## config.mk

```make
export PLATFORM = sky130hd
export DESIGN_NAME = voice_allocator
export DESIGN_NICKNAME = d
export VERILOG_FILES = /design/src/rtl/voice_allocator.sv
export SDC_FILE = /design/constraint.sdc
export NUM_CORES = 1
export LEC_CHECK = 0
export CAP_MARGIN = 25
export CORE_MARGIN = 4
export CORE_UTILIZATION = 52
export CTS_BUF_LIST = sky130_fd_sc_hd__clkbuf_2
export DETAILED_ROUTE_END_ITERATION = 6
export PLACE_DENSITY = 0.93
export RECOVER_POWER = 100
export SKIP_LAST_GASP = 1
export SLEW_MARGIN = 10
export SYNTH_ARGS = -nofsm -noshare
export SYNTH_HDL_FRONTEND = slang
export SYNTH_SLANG_ARGS = --single-unit
```

## constraint.sdc

```tcl
create_clock -name clk -period 6.5 [get_ports clk]
set_clock_uncertainty 0.1 [all_clocks]
set_input_delay 1.95 -clock clk [delete_from_list [all_inputs] [get_ports clk]]
set_output_delay 1.95 -clock clk [all_outputs]
set_load 0.1 [all_outputs]
```

## src/rtl/voice_allocator.sv

```systemverilog
// voice_allocator: turns key press/release edges into voice assignments for the mixer,
// stealing the oldest voice when every channel is busy.
module voice_allocator #(
    parameter int NUM_KEYS   = 8,
    parameter int NUM_VOICES = 4,
    parameter int PITCH_W    = 12,
    parameter int AGE_W      = 8
) (
    input  logic                          clk,
    input  logic                          rst_b,
    input  logic                          ena,
    input  logic [NUM_KEYS-1:0]           keys,
    input  logic [NUM_KEYS*PITCH_W-1:0]   key_pitches,
    input  logic [1:0]                    waveform,
    output logic [NUM_VOICES-1:0]         channel_ena,
    output logic [NUM_VOICES*PITCH_W-1:0] pitches,
    output logic [NUM_VOICES*2-1:0]       waveforms,
    output logic                          steal,
    output logic                          busy
);
    localparam int KW = NUM_KEYS > 1 ? $clog2(NUM_KEYS) : 1;
    localparam int VW = NUM_VOICES > 1 ? $clog2(NUM_VOICES) : 1;
    localparam logic [AGE_W-1:0] AGE_MAX = '1;

    typedef enum logic {IDLE, COMMIT} state_t;
    state_t state, state_nx;

    logic [NUM_KEYS-1:0]   keys_q, pend_on, pend_off, prs_edge, rel_edge;
    logic [NUM_KEYS-1:0]   sel_vec, sel_1h, clr_on, clr_off, pend_on_nx, pend_off_nx;
    logic [NUM_VOICES-1:0] active;
    logic [KW-1:0]         owner [NUM_VOICES];
    logic [PITCH_W-1:0]    pitch [NUM_VOICES];
    logic [AGE_W-1:0]      age   [NUM_VOICES];
    logic [AGE_W-1:0]      old_age;
    logic [KW-1:0]         sel_key, cap_key;
    logic [VW-1:0]         own_idx, free_idx, old_idx, tgt, cap_voice;
    logic                  sel_rel, own_hit, free_hit, cap_go, cap_rel, cap_noop;

    assign prs_edge    = keys & ~keys_q;
    assign rel_edge    = ~keys & keys_q;
    assign channel_ena = active;
    assign waveforms   = {NUM_VOICES{waveform}};

    for (genvar v = 0; v < NUM_VOICES; v++) begin : g_pitch
        assign pitches[v*PITCH_W +: PITCH_W] = pitch[v];
    end

    // Releases drain before presses; within each class the lowest key index goes first.
    always_comb begin
        sel_rel = |pend_off;
        sel_vec = sel_rel ? pend_off : pend_on;
        sel_key = '0;
        for (int i = NUM_KEYS - 1; i >= 0; i--)
            if (sel_vec[i]) sel_key = KW'(i);
        sel_1h = '0;
        sel_1h[sel_key] = 1'b1;
        own_hit  = 1'b0;
        own_idx  = '0;
        free_hit = 1'b0;
        free_idx = '0;
        for (int i = NUM_VOICES - 1; i >= 0; i--) begin
            if (active[i] && owner[i] == sel_key) begin
                own_hit = 1'b1;
                own_idx = VW'(i);
            end
            if (!active[i]) begin
                free_hit = 1'b1;
                free_idx = VW'(i);
            end
        end
        old_idx = '0;
        old_age = age[0];
        for (int i = 1; i < NUM_VOICES; i++)
            if (age[i] > old_age) begin
                old_idx = VW'(i);
                old_age = age[i];
            end
        tgt = own_hit ? own_idx : free_hit ? free_idx : old_idx;
    end

    always_comb begin
        cap_go   = state == IDLE && (|pend_on || |pend_off);
        state_nx = cap_go ? COMMIT : IDLE;
        busy     = state == COMMIT || |pend_on || |pend_off;
    end

    // A fresh edge on the captured key overrides the capture clear.
    always_comb begin
        clr_on      = cap_go && !sel_rel ? sel_1h : '0;
        clr_off     = cap_go && sel_rel ? sel_1h : '0;
        pend_on_nx  = (pend_on & ~clr_on & ~rel_edge) | prs_edge;
        pend_off_nx = (pend_off & ~clr_off & ~prs_edge) | rel_edge;
    end

    always_ff @(posedge clk or negedge rst_b) begin
        if (!rst_b)
            state <= IDLE;
        else
            state <= ena ? state_nx : IDLE;
    end

    always_ff @(posedge clk or negedge rst_b) begin
        if (!rst_b) begin
            keys_q    <= '0;
            pend_on   <= '0;
            pend_off  <= '0;
            active    <= '0;
            steal     <= 1'b0;
            cap_key   <= '0;
            cap_rel   <= 1'b0;
            cap_noop  <= 1'b0;
            cap_voice <= '0;
            for (int v = 0; v < NUM_VOICES; v++) begin
                owner[v] <= '0;
                pitch[v] <= '0;
                age[v]   <= '0;
            end
        end else begin
            keys_q <= keys;
            steal  <= 1'b0;
            if (!ena) begin
                pend_on  <= '0;
                pend_off <= '0;
                active   <= '0;
            end else begin
                pend_on  <= pend_on_nx;
                pend_off <= pend_off_nx;
                if (cap_go) begin
                    cap_key   <= sel_key;
                    cap_rel   <= sel_rel;
                    cap_noop  <= sel_rel && !own_hit;
                    cap_voice <= tgt;
                end
                if (state == COMMIT) begin
                    if (cap_rel) begin
                        if (!cap_noop) active[cap_voice] <= 1'b0;
                    end else begin
                        steal <= active[cap_voice] && owner[cap_voice] != cap_key;
                        for (int v = 0; v < NUM_VOICES; v++) begin
                            if (VW'(v) == cap_voice) begin
                                active[v] <= 1'b1;
                                owner[v]  <= cap_key;
                                pitch[v]  <= key_pitches[int'(cap_key)*PITCH_W +: PITCH_W];
                                age[v]    <= '0;
                            end else if (active[v] && age[v] != AGE_MAX) begin
                                age[v] <= age[v] + 1'b1;
                            end
                        end
                    end
                end
            end
        end
    end
endmodule

```

==> metrics <==
most frequent cell after synthesis dfrtp_1; CTS Buf Count 17; Req. time, crit path 6.98 ns; Design Area, Final ~0.009 mm2; failing checks max-capacitance violations, max-slew violations; CTS Buffer Depth 2; die width around 130 um; Inst Count DP approximately 1,000; DRC Markers 0; antenna violations before repair 1; CP cell instances dlygate4sd3_1, clkbuf_1, nand2_1, nor2_2, clkbuf_1, o2111ai_1, or3_1, a21oi_1; fin crit period roughly 5.7 ns; Routability Congestion between 0.9 and 1; post_cts resized 0; hold depth 2; Startpoint Class input port; Setup Viol. Count Final 0; combinational share of power 0.531; pwr/cell area between 300 and 400 mW/mm2; average cell area after synthesis 10.2 um2; Netlist cell types 62; Final Power between 3 and 4 mW; Seq/Total Area, Yosys 0.439; CTS tree done; CP Data Arrival Time 6.14 ns; Row Count 43; Netlist Area Pre-Place roughly 0.0073 mm2; Psw around 1.7 mW; share of layout cells above drive strength 1 0.0988; I/O Pins approximately 170; Synth Net Count roughly 850; post-CTS setup buffers 0; Cell Area, Placed 0.00907 mm2; leakage power 4.04 nW; RSZ-0062 raised after global routing false; Post-DP HPWL 15,600 um; dpl ws 1.36 ns; # H-tree levels 4; Worst-Margin Slew 2.81 ns; Area contributors post-synth dfrtp_1 (44%), mux4_2 (8.6%), ha_1 (4.8%); port bufs between 150 and 200; Hold Crit Class flop to flop; Clock Sinks approximately 130; crit end category flop; Internal Power between 1.5 and 2 mW; post-route setup TNS 0 ns; number of flops mapped to enable cells by yosys 0; DRT Wirelength between 20,000 and 25,000 um; Die ar. roughly 0.016 mm2; Global Route Usage Sum 0.260; FF-to-FF setup slack 0.91 ns; CP Class input port to flop; cell family with most CP delay buffers and inverters; gr ovfl total 0; Starting Density 0.529; largest net degree at the start of global routing 76; FF-to-FF Start age[26]; synth warn 0; dominant synthesized flop cell dfrtp_1; Pre-Repair DR Iteration Count 7; nets 1,006; Synth top area share 0.439; Clock power frac 0.144; Reg2Reg Depth 21; slowest cell on the critical path clkbuf_1; First DRT Iteration DRCs 561; status finished, violations left; CP Depth 8; die span in y roughly 130 um; Clock Pin Slew Worst Setup and Hold Paths approximately 0.23 ns; peak supply drop between 0.3 and 0.4 mV; Period Utilization, post-route 0.870; FFs w/ async S/R, synth 1.00; most used cell, CP clkbuf_1; vias in the first global route about 6,300; area leader, netlist dfrtp_1; Clk Latency, worst-skew pair between 0.7 and 0.8 ns; CP peak stage delay ~1.3 ns; post-route ant nets 0; CP bufs+invs 3; Switching Fraction 0.499; final slew viol count 114; CORE AREA ~0.014 mm2; first-pass GRT wire length between 30,000 and 40,000 um; routed vias between 6,000 and 7,000; Reg power frac 0.325; endpoints failing hold 0; Crit. Startpoint ena; Synth Instances between 700 and 800; synth cell count leaders dfrtp_1 (129), nor2_1 (89), nand2_1 (67); reg2reg end cap_voice[1]; Post-CTS Hold Fix Bufs 0; Max Fanout on Critical Path 35; synthesis-to-finish area growth 26.2%; setup ws final between 0.8 and 0.9 ns; Final Non-Filler Cells ~1,100; vias per inst between 6 and 7; routed len/inst ~20 um; maximum capacitance violations 3; synthesized flop and latch total around 130; Max Clock Freq ~0.18 GHz; root buf cell clkbuf_2; Slew HR -0.876; CP Capture Point age[15]
==> tightest hold or removal path, cell delays in order, from the launching register on <==
cell and delay, ns:
dfrtp_1 0.39, nand2_1 0.04, o21ai_0 0.06
==> metal layers <==
layer | track usage | wire [um] | up-vias | share of wire
li1 | - | - | 2916 | -
met1 | 0.339 | 8680 | 3224 | 0.41
met2 | 0.443 | 10800 | 262 | 0.51
met3 | 0.0543 | 1220 | 47 | 0.058
met4 | 0.0700 | 466 | 0 | 0.022
met5 | 0 | 0 | - | 0
==> placed cells by master, fill, tap and decap left out, types with 3 or more instances in the layout <==
| cell | instances |
|---|---|
| dlygate4sd3_1 | 63 |
| nand2_1 | 67 |
| clkbuf_2 | 17 |
| or4_1 | 3 |
| o22ai_1 | 3 |
| and4_1 | 3 |
| a21oi_1 | 51 |
| nor2_1 | 88 |
| a21o_1 | 4 |
| clkbuf_1 | 7 |
| o211ai_1 | 16 |
| xor2_1 | 19 |
| a311oi_1 | 4 |
| nand3b_1 | 4 |
| xnor2_1 | 9 |
| mux2_2 | 11 |
| mux4_2 | 28 |
| a31oi_1 | 3 |
| or3_1 | 3 |
| a21oi_2 | 3 |
| and3_1 | 6 |
| nand3_1 | 18 |
| clkinv_2 | 3 |
| ha_1 | 28 |
| nor4_1 | 4 |
| nand4_1 | 9 |
| o21ai_0 | 36 |
| nand2b_1 | 21 |
| inv_1 | 19 |
| nor3_1 | 6 |
| a21boi_0 | 20 |
| a32o_1 | 4 |
| dfrtp_1 | 128 |
| nor2b_1 | 5 |
| clkinvlp_4 | 6 |
| clkdlybuf4s50_1 | 96 |
| mux2i_1 | 22 |
==> worst min path at each step <==
stage / endpoint / start
finish: pitches[3] / pitches[3]
global route: pitches[3] / pitches[3]
CTS: pitches[3] / pitches[3]
detailed placement: pitches[3] / pitches[3]
global placement: pitches[10] / pitches[10]
floorplan: cap_noop / cap_noop
==> state kept, by name, summed over array words and instances (netlist names) <==
signal	count
keys_q	8
pend_on	8
cap_rel	1
age	32
pitches	48
owner	12
cap_noop	1
cap_voice	2
channel_ena	4
pend_off	8
cap_key	3
steal	1
state	1
==> cell type report <==
class / instances / area, um2
Fill cell: 1022 / 4610
Antenna cell: 1 / 2.50
Inverter: 19 / 71.3
Multi-Input combinational cell: 533 / 3880
Sequential cell: 129 / 3230
Timing Repair Buffer: 169 / 1640
Tap cell: 180 / 225
Clock inverter: 14 / 141
Clock buffer: 17 / 85.1
==> kinds of logic after synthesis <==
group,after synthesis,share of synthesized area
AOI/OAI and AO/OA,171,0.159
xor gates and xnor gates,28,0.0334
adders and majority gates,28,0.0477
buffers and inverters,55,0.0334
DFF,129,0.439
muxes,62,0.134
and+or+nand+nor,244,0.154
==> through the flow <==
step                      hold WS, ns   util
after detailed placement        0.371  0.654
after floorplan                 0.357      -
after global routing            0.427  0.668
final                           0.408  0.668
after global placement          0.363  0.654
after CTS                       0.414  0.670
==> power groups by stage <==
stage | registers [mW] | clock network (mW) | logic [mW]
2_1_floorplan | 1.65 | 0 | 0.782
3_3_place_gp | 1.10 | 0 | 1.73
3_5_place_dp | 1.11 | 0 | 1.79
4_1_cts | 1.09 | 0.482 | 1.80
5_1_grt | 1.11 | 0.523 | 1.87
6_report | 1.09 | 0.481 | 1.78
No activity file was read; power rests on OpenSTA's default activity.
